**src/rtl/conv_frame_loader_pkg.sv**
```systemverilog
// Shared sizing for the 8x8 convolution array and its frame loader.
package conv_frame_loader_pkg;

    localparam int PIX_W     = 2;
    localparam int IMG_DIM   = 8;
    localparam int K_DIM     = 3;

    localparam int NPIX      = IMG_DIM * IMG_DIM;
    localparam int NWGT      = K_DIM * K_DIM;
    localparam int IMG_BITS  = NPIX * PIX_W;
    localparam int FILT_BITS = NWGT * PIX_W;

    localparam int PCNT_W    = $clog2(NPIX);
    localparam int WCNT_W    = $clog2(NWGT);
    localparam int CNT_W     = 8;

endpackage

```
**src/rtl/conv_frame_loader_if.sv**
```systemverilog
// Pixel stream, weight stream and frame output of the frame loader.
//
// Handshake rule for all three channels (pix, wgt, frame): a beat moves on a
// rising clk edge where valid && ready are both 1. The sender holds data
// stable and keeps valid asserted until that edge; ready may rise or fall
// independently of valid.
interface conv_frame_loader_if;
    import conv_frame_loader_pkg::*;

    logic                 pix_valid;
    logic [PIX_W-1:0]     pix_data;
    logic                 pix_ready;

    logic                 wgt_valid;
    logic [PIX_W-1:0]     wgt_data;
    logic                 wgt_ready;

    logic                 frame_valid;
    logic                 frame_ready;
    logic [IMG_BITS-1:0]  img;
    logic [FILT_BITS-1:0] filter;
    logic [CNT_W-1:0]     frame_count;

    // Stream source / frame consumer side.
    modport master (
        output pix_valid, pix_data, wgt_valid, wgt_data, frame_ready,
        input  pix_ready, wgt_ready, frame_valid, img, filter, frame_count
    );

    // Loader side.
    modport slave (
        input  pix_valid, pix_data, wgt_valid, wgt_data, frame_ready,
        output pix_ready, wgt_ready, frame_valid, img, filter, frame_count
    );

endinterface

```
**src/rtl/conv_slot_writer.sv**
```systemverilog
// Flat register of SLOTS 2-bit entries; one entry is written per enabled edge.
module conv_slot_writer
    import conv_frame_loader_pkg::*;
#(
    parameter int SLOTS = NPIX,
    parameter int IDX_W = PCNT_W
) (
    input  logic                   clk,
    input  logic                   rst_n,
    input  logic                   en_i,
    input  logic [IDX_W-1:0]       idx_i,
    input  logic [PIX_W-1:0]       data_i,
    output logic [SLOTS*PIX_W-1:0] flat_o
);

    logic [SLOTS*PIX_W-1:0] flat_q;

    // Decode the index against every slot so each write is a constant part-select.
    always_ff @(posedge clk or negedge rst_n) begin
        if (!rst_n) begin
            flat_q <= '0;
        end else begin
            for (int s = 0; s < SLOTS; s++) begin
                if (en_i && (idx_i == IDX_W'(s))) begin
                    flat_q[s*PIX_W +: PIX_W] <= data_i;
                end
            end
        end
    end

    assign flat_o = flat_q;

endmodule

```
**src/rtl/conv_frame_loader.sv**
```systemverilog
// Assembles raster pixel/weight streams into double-buffered frames for the
// convolution array: one frame fills while the previous one is presented.
module conv_frame_loader
    import conv_frame_loader_pkg::*;
(
    input  logic              clk,
    input  logic              rst_n,
    conv_frame_loader_if.slave bus
);

    logic [PCNT_W-1:0]    pcnt_q, pcnt_d;
    logic                 asm_full_q, asm_full_d;
    logic [WCNT_W-1:0]    wcnt_q, wcnt_d;
    logic                 frame_valid_q, frame_valid_d;
    logic [CNT_W-1:0]     frame_count_q, frame_count_d;
    logic [IMG_BITS-1:0]  img_q;
    logic [FILT_BITS-1:0] filter_q;

    logic [IMG_BITS-1:0]  asm_buf;
    logic [FILT_BITS-1:0] wgt_buf;

    logic pix_acc;
    logic wgt_acc;
    logic xfer;

    // A full assembly buffer moves to the output when the output is empty or
    // being consumed on this same edge.
    assign pix_acc = bus.pix_valid && !asm_full_q;
    assign wgt_acc = bus.wgt_valid;
    assign xfer    = asm_full_q && (!frame_valid_q || bus.frame_ready);

    conv_slot_writer #(.SLOTS(NPIX), .IDX_W(PCNT_W)) u_asm_writer (
        .clk    (clk),
        .rst_n  (rst_n),
        .en_i   (pix_acc),
        .idx_i  (pcnt_q),
        .data_i (bus.pix_data),
        .flat_o (asm_buf)
    );

    conv_slot_writer #(.SLOTS(NWGT), .IDX_W(WCNT_W)) u_wgt_writer (
        .clk    (clk),
        .rst_n  (rst_n),
        .en_i   (wgt_acc),
        .idx_i  (wcnt_q),
        .data_i (bus.wgt_data),
        .flat_o (wgt_buf)
    );

    // Next-state for counters, the full flag and the output handshake.
    always_comb begin
        pcnt_d        = pcnt_q;
        asm_full_d    = asm_full_q;
        wcnt_d        = wcnt_q;
        frame_valid_d = frame_valid_q;
        frame_count_d = frame_count_q;

        if (pix_acc) begin
            if (pcnt_q == PCNT_W'(NPIX - 1)) begin
                pcnt_d     = '0;
                asm_full_d = 1'b1;
            end else begin
                pcnt_d = pcnt_q + 1'b1;
            end
        end

        if (wgt_acc) begin
            wcnt_d = (wcnt_q == WCNT_W'(NWGT - 1)) ? '0 : wcnt_q + 1'b1;
        end

        // pix_acc and xfer are mutually exclusive (opposite asm_full_q).
        if (xfer) begin
            asm_full_d    = 1'b0;
            frame_valid_d = 1'b1;
            frame_count_d = frame_count_q + 1'b1;
        end else if (frame_valid_q && bus.frame_ready) begin
            frame_valid_d = 1'b0;
        end
    end

    // Control state register.
    always_ff @(posedge clk or negedge rst_n) begin
        if (!rst_n) begin
            pcnt_q        <= '0;
            asm_full_q    <= 1'b0;
            wcnt_q        <= '0;
            frame_valid_q <= 1'b0;
            frame_count_q <= '0;
        end else begin
            pcnt_q        <= pcnt_d;
            asm_full_q    <= asm_full_d;
            wcnt_q        <= wcnt_d;
            frame_valid_q <= frame_valid_d;
            frame_count_q <= frame_count_d;
        end
    end

    // Output frame: captured only on transfer, so it is stable while held.
    // The filter takes the staging value from before the edge.
    always_ff @(posedge clk or negedge rst_n) begin
        if (!rst_n) begin
            img_q    <= '0;
            filter_q <= '0;
        end else if (xfer) begin
            img_q    <= asm_buf;
            filter_q <= wgt_buf;
        end
    end

    assign bus.pix_ready   = !asm_full_q;
    assign bus.wgt_ready   = 1'b1;
    assign bus.frame_valid = frame_valid_q;
    assign bus.img         = img_q;
    assign bus.filter      = filter_q;
    assign bus.frame_count = frame_count_q;

endmodule

```
**src/flat_wrapper.sv**
```systemverilog
// flat-port wrapper written by rule: the top's interface ports become plain ports
module conv_frame_loader_flat import conv_frame_loader_pkg::*;
  (clk, rst_n, bus_pix_valid, bus_pix_data, bus_wgt_valid, bus_wgt_data, bus_frame_ready, bus_pix_ready, bus_wgt_ready, bus_frame_valid, bus_img, bus_filter, bus_frame_count);
  conv_frame_loader_if bus_i ();
  input  logic clk;
  input  logic rst_n;
  input wire logic [$bits(bus_i.pix_valid)-1:0] bus_pix_valid;
  input wire logic [$bits(bus_i.pix_data)-1:0] bus_pix_data;
  input wire logic [$bits(bus_i.wgt_valid)-1:0] bus_wgt_valid;
  input wire logic [$bits(bus_i.wgt_data)-1:0] bus_wgt_data;
  input wire logic [$bits(bus_i.frame_ready)-1:0] bus_frame_ready;
  output wire logic [$bits(bus_i.pix_ready)-1:0] bus_pix_ready;
  output wire logic [$bits(bus_i.wgt_ready)-1:0] bus_wgt_ready;
  output wire logic [$bits(bus_i.frame_valid)-1:0] bus_frame_valid;
  output wire logic [$bits(bus_i.img)-1:0] bus_img;
  output wire logic [$bits(bus_i.filter)-1:0] bus_filter;
  output wire logic [$bits(bus_i.frame_count)-1:0] bus_frame_count;
  assign bus_i.pix_valid = bus_pix_valid;
  assign bus_i.pix_data = bus_pix_data;
  assign bus_i.wgt_valid = bus_wgt_valid;
  assign bus_i.wgt_data = bus_wgt_data;
  assign bus_i.frame_ready = bus_frame_ready;
  assign bus_pix_ready = bus_i.pix_ready;
  assign bus_wgt_ready = bus_i.wgt_ready;
  assign bus_frame_valid = bus_i.frame_valid;
  assign bus_img = bus_i.img;
  assign bus_filter = bus_i.filter;
  assign bus_frame_count = bus_i.frame_count;
  conv_frame_loader u_core (.clk(clk), .rst_n(rst_n), .bus(bus_i));
endmodule
```
**config.mk**
```make
export PLATFORM = sky130hd
export DESIGN_NAME = conv_frame_loader_flat
export DESIGN_NICKNAME = d
export VERILOG_FILES = /design/src/rtl/conv_frame_loader_pkg.sv /design/src/rtl/conv_frame_loader_if.sv /design/src/rtl/conv_slot_writer.sv /design/src/rtl/conv_frame_loader.sv /design/src/flat_wrapper.sv
export SDC_FILE = /design/constraint.sdc
export NUM_CORES = 1
export LEC_CHECK = 0
export ABC_AREA = 1
export BUFFER_PORTS_ARGS = -buffer_cell sky130_fd_sc_hd__buf_2
export CORE_UTILIZATION = 51
export DETAILED_ROUTE_END_ITERATION = 8
export GPL_ROUTABILITY_DRIVEN = 0
export PLACE_DENSITY = 0.77
export SYNTH_ARGS = -nofsm -noshare
export SYNTH_HDL_FRONTEND = slang
export SYNTH_SLANG_ARGS = --single-unit
```
**constraint.sdc**
```tcl
create_clock -name clk -period 1.5 [get_ports clk]
set_clock_uncertainty 0.2 [all_clocks]
set_input_delay 0.3 -clock clk [delete_from_list [all_inputs] [get_ports clk]]
set_output_delay 0.3 -clock clk [all_outputs]
set_load 0.03 [all_outputs]
```
; After elaboration in Yosys (flattened, before gate mapping)
; Index checks and enable logic that the tools add are counted.
; W data, S select, Z words.
[totals]
reg_bits = 312
input_bits = 9
out_inout_bits = 157
wordCells = 246
[op_classes]
n_addsub = 3
eq_ne = 71
mux = 7
reduce_logical = 85
[ops]
columns = cell, n
row1 = $eq A6 B6 Y1 const B, 32
row2 = $eq A6 B5 Y1 const B, 16
row3 = $logic_and A1 B1 Y1, 76
row4 = $eq A6 B4 Y1 const B, 8
row5 = $eq A6 B3 Y1 const B, 4
row6 = $eq A4 B3 Y1 const B, 4
row7 = $eq A6 B2 Y1 const B, 2
row8 = $add A8 B1 Y8 const B, 1
row9 = $eq A4 B2 Y1 const B, 2
row10 = $add A6 B1 Y6 const B, 1
row11 = $eq A6 B1 Y1 const B, 1
row12 = $logic_not A6 Y1, 1
row13 = $mux W6, 1
row14 = $reduce_bool A2 Y1, 3
row15 = $mux W1, 5
row16 = $add A4 B1 Y4 const B, 1
row17 = $eq A4 B1 Y1 const B, 1
row18 = $eq A4 B4 Y1 const B, 1
row19 = $logic_not A4 Y1, 1
row20 = $mux W4, 1
row21 = $logic_not A1 Y1, 2
row22 = $reduce_and A2 Y1, 1
row23 = $logic_or A1 B1 Y1, 1

; Longest topological paths before layout
[depth]
ltp_word = 5
ltp_mapped = 7
mapped_depth_nobuf = 7

; By module
; A second synthesis with hierarchy kept.
[unflattened]
hier_cells = 1524
area_unflattened_um2 = 12831.1
[modules_own_cells]
columns = module, n_inst, cells_per_inst, area_per_inst_um2, seq_area_each_um2
row1 = conv_frame_loader, 1, 741, 6518.8, 4154.0
row2 = conv_slot_writer at u_core.u_asm_writer, 1, 674, 5440.2, 3203.1
row3 = conv_slot_writer at u_core.u_wgt_writer, 1, 109, 872.1, 450.4

; Worst setup path after synthesis
; OpenSTA, ideal clock, no wires.
[synth_timing]
path_kind = register -> register
from = register u_core.asm_full_q
to = register u_core.u_asm_writer.flat_q[1] (netlist: u_core.u_asm_writer.flat_o[1])
setup_ns = 0.134
arrival_ns = 1.233
required_time_ns = 1.166
setup_slack_ns = -0.068
path_stages_with_launch = 8
path_buffers = 1
path_cell_list = dfrtp_1 inv_2 nand2_4 nor2_4 buf_6 nand2_1 nand2_1 o21ai_0
[synth_via]
elab_chain_cells = 3
[synth_lines]
columns = element, line_no
row1 = from (decl), conv_frame_loader.sv:12  ; logic asm_full_q, asm_full_d;
row2 = from (signal assigned), conv_frame_loader.sv:91  ; asm_full_q <= asm_full_d;
row3 = $logic_not A1 Y1, n/a
row4 = named net bus_pix_ready, flat_wrapper.sv:12  ; output wire logic [$bits(bus_i.pix_ready)-1:0] bus_pix_ready;
row5 = $logic_and A1 B1 Y1, conv_frame_loader.sv:28  ; assign pix_acc = bus.pix_valid && !asm_full_q;
row6 = $logic_and A1 B1 Y1, conv_slot_writer.sv:24  ; if (en_i && (idx_i == IDX_W'(s))) begin
row7 = "to (signal, indexed assignment)", conv_slot_writer.sv:25  ; flat_q[s*PIX_W +: PIX_W] <= data_i;
row8 = to (decl), conv_slot_writer.sv:16  ; logic [SLOTS*PIX_W-1:0] flat_q;
; The timed path passes the listed nets, and every way through them passes these cells.
; A chain may end at the register's enable or synchronous reset.

; Worst setup path in the final report
[layout_timing]
from = register u_core.asm_full_q
to = register u_core.u_asm_writer.flat_q[74] (netlist: u_core.u_asm_writer.flat_o[74])
[layout_via]
elab_chain_cells = 3
[layout_lines]
columns = element, line_no
row1 = $logic_not A1 Y1, conv_frame_loader.sv:28
row2 = $logic_and A1 B1 Y1, conv_frame_loader.sv:28
row3 = $logic_and A1 B1 Y1, conv_slot_writer.sv:24
; No other way between the ends.

==> metrics.csv <==
stage,metric,value,unit
status,status,"finished, violations left",
status,violated checks,"negative hold slack, negative setup slack",
place,port bufs,164,
clocking,clk_lat worst skew,570,ps
routing,remaining antenna violation count,0,
job,maxcap violations,0,
routing,DR iter-0 viols,1531,
clocking,H-tree depth,1,
floorplanning,Core Footprint,22800,um2
place,placed inst area,13900,um2
logic_synthesis,Unique masters post-synth,26,
logic_synthesis,Synth Area in XOR/XNOR,0.438,%
logic_synthesis,sequential fraction of the synthesis area,65.0,%
logic_synthesis,Mapped Cells,1314,
timing,f_max,464,MHz
logic_synthesis,syn_nets,1332,
clocking,CTS sink cnt,312,
routing,Via-to-Cell Ratio,6.17,
floorplanning,die area,24200,um2
hold_path,Hold Path Class,input pin to asynchronous set/reset pin,
clocking,Max clock buf depth,3,
critical_path,CP endpoint kind,flop,
floorplanning,Starting Density,52.5,%
clocking,CTS root buf,clkbuf_16,
grt,first-pass GRT wire length,58.7,mm
timing,Final Hold Fails,7,
timing,crit path time final,2150,ps
grt,All-Layer GR Usage,31.1,%
logic_synthesis,largest family of logic cells by synthesized area,simple AND/OR/NAND/NOR gates,
layout,Final nets,1689,
power,peak supply drop,0.00133,V
timing,crit share post-route,144,%
logic_synthesis,post-synthesis mux area share,0,%
layout,Fill cells,895,
logic_synthesis,"EDFF count, synth",0,
logic_synthesis,Synth async-reset ratio,100,%
power,Power Density,1820,nW/um2
grt,largest net degree at the start of global routing,65,
layout,synthesis-to-layout area growth,63.9,%
routing,DRT Wirelength,52.8,mm
clocking,"Reg clk slew, reported paths",70,ps
power,Comb pwr share,37.3,%
power,clock network power share,24.0,%
logic_synthesis,Avg Inst Size Synth,9.14,um2
grt,vias in the first global route,11050,
logic_synthesis,synthesized-area fraction occupied by adder cells,0.938,%
routing,routed via count,12393,
layout,share of cells above drive strength 1,45.8,%
layout,Final Cell Area,19700,um2
place,hpwl dp,19.8,mm
routing,WL/cell,26.3,um
logic_synthesis,compound-gate portion of the synthesized area,6.50,%
critical_path,WP data required,1730,ps
logic_synthesis,Synth Flop Type,dfrtp_1,
timing,fin. max-slew vios,0,
layout,"most common cell after layout, fill and taps aside",nand2_1,
layout,most frequent cells in the layout,"455 x nand2_1, 303 x dfrtp_1, 193 x buf_6",
floorplanning,die width,155,um
timing,min setup slack post-route,-654,ps
floorplanning,I/O pin count,166,
floorplanning,die height,155,um
routing,DR pass1 iterations,6,
logic_synthesis,Ys Warns,0,
logic_synthesis,simple-gate share of the synthesized area,23.9,%
power,Int Pwr,0.0215,W
power,switching pwr,0.0143,W
critical_path,Crit Path Class,flop to flop,
power,sequential power share,38.7,%
clocking,Num CTS Buffers,30,
timing,Final Setup Violations,444,
critical_path,CP max FO,6,
clocking,CTS tree,yes,
power,switching share of total power,39.9,%
power,Leak,10.1,nW
logic_synthesis,post-synthesis register bit count,312,
timing,unrepaired setup endpoints after global routing,true,
critical_path,CP Launch Type,flop,
grt,initial antenna violation count,2,
grt,final global-route overflow total,0,
logic_synthesis,area of the mapped netlist,12000,um2
timing,WHS,-12.6,ps
routing,residual DRC count,0,
critical_path,Worst Path Arrival,2380,ps
floorplanning,FP Rows,55,
-- cell type report --
| cell class | instances | area (um2) | area share, % |
|---|---|---|---|
| clock inverter | 11 | 186 | 0.948 |
| timing repair buffer | 374 | 4290 | 21.8 |
| clock buffer | 43 | 911 | 4.63 |
| tap | 313 | 392 | 1.99 |
| multi-input combinational | 920 | 5920 | 30.1 |
| sequential | 312 | 7820 | 39.7 |
| antenna | 1 | 2.50 | 0.0127 |
| inverter | 33 | 151 | 0.770 |
-- cell usage after synthesis (5+ instances only) --
| library cell | count | share of area [%] |
|---|---|---|
| o21ai_0 | 141 | 5.9 |
| xor2_1 | 5 | 0.36 |
| nor2_1 | 30 | 0.94 |
| ha_1 | 9 | 0.94 |
| dfrtp_1 | 312 | 65 |
| o21ai_1 | 12 | 0.50 |
| buf_2 | 25 | 1.0 |
| clkbuf_1 | 19 | 0.59 |
| nand2_1 | 697 | 22 |
| nand3_1 | 7 | 0.29 |
| inv_1 | 30 | 0.94 |
-- logic make-up (layout without fill, tap and decap cells) --
kind of cell    count (synthesis)  in the layout
simple gates                  748            749
flops                         312            312
compound gates                155            155
buf+inv                        83            461
fa+ha+maj                       9              9
xor+xnor                        6              6
other cells                     1              2
-- power groups by stage --
| stage | Sequential (W) | Clock [W] | Combinational (W) |
|---|---|---|---|
| 4_1_cts | 0.0127 | 0.00832 | 0.00954 |
| 3_5_place_dp | 0.0126 | 0 | 0.00724 |
| 5_1_grt | 0.0139 | 0.00884 | 0.0139 |
| 3_3_place_gp | 0.0126 | 0 | 0.00700 |
| 2_1_floorplan | 0.0141 | 0 | 0.00284 |
| 6_report | 0.0139 | 0.00859 | 0.0134 |
-- critical path, cell delays in order (launching register included) --
cell and delay (ps):
dfrtp_1 430, inv_4 90, buf_6 130, nand2_8 90, nor2_4 260, buf_12 230, nand2_4 90, nand2_1 300
o21ai_1 170
-- through the flow --
step	utilization (%)	std cells	total power [W]	setup TNS (ps)	setup slack (ps)
5_1_grt	86.1	2006	0.0367	-89260	-599
2_1_floorplan	-	1314	0.0169	0	0.0149
3_5_place_dp	60.9	1829	0.0198	-20960	-223
6_report	86.1	2007	0.0358	-86850	-654
4_1_cts	74.6	1964	0.0306	-36820	-248
3_3_place_gp	60.9	1829	0.0196	-13040	-209
-- registers in the layout (all words and copies together) (netlist names), 4 cells and up --
name / count
u_core.pcnt_q: 6
u_core.u_asm_writer.flat_o: 128
u_core.u_wgt_writer.flat_o: 18
u_core.wcnt_q: 4
u_core.bus.frame_count: 8
u_core.bus.img: 128
u_core.bus.filter: 18
-- path summary, 6_finish.rpt --
path / start / end / slack [ps] / depth (start not counted)
setup / recovery: u_core.asm_full_q / u_core.u_asm_writer.flat_o[74] / -650 / 8
hold / removal: rst_n / u_core.u_asm_writer.flat_o[74] / -10 / 2
setup reg to reg: u_core.asm_full_q / u_core.u_asm_writer.flat_o[74] / -650 / 8
hold reg to reg: u_core.u_wgt_writer.flat_o[9] / u_core.bus.filter[9] / 280 / 2
max in group asynchronous: rst_n / u_core.pcnt_q[5] / 430 / 3
min in group clk: bus_pix_data[1] / u_core.u_asm_writer.flat_o[13] / 60 / 4
-- per-layer routing --
layer	GRT usage, %	wire length, um	vias to the layer above
met5	0	0	-
met4	15.4	4340	0
met3	5.01	5690	391
met2	50.9	24600	1201
met1	40.5	18200	5956
li1	-	-	4845
-- repair_timing --
item	CTS	global route
setup buffers	70	36
setup endpoints to repair	294	446
hold endpoints to repair	332	0
gates cloned	7	11
gates resized for setup	420	613
pin swaps	9	74
hold buffers	4	0
Note: power is estimated with default switching activity, not from simulation.
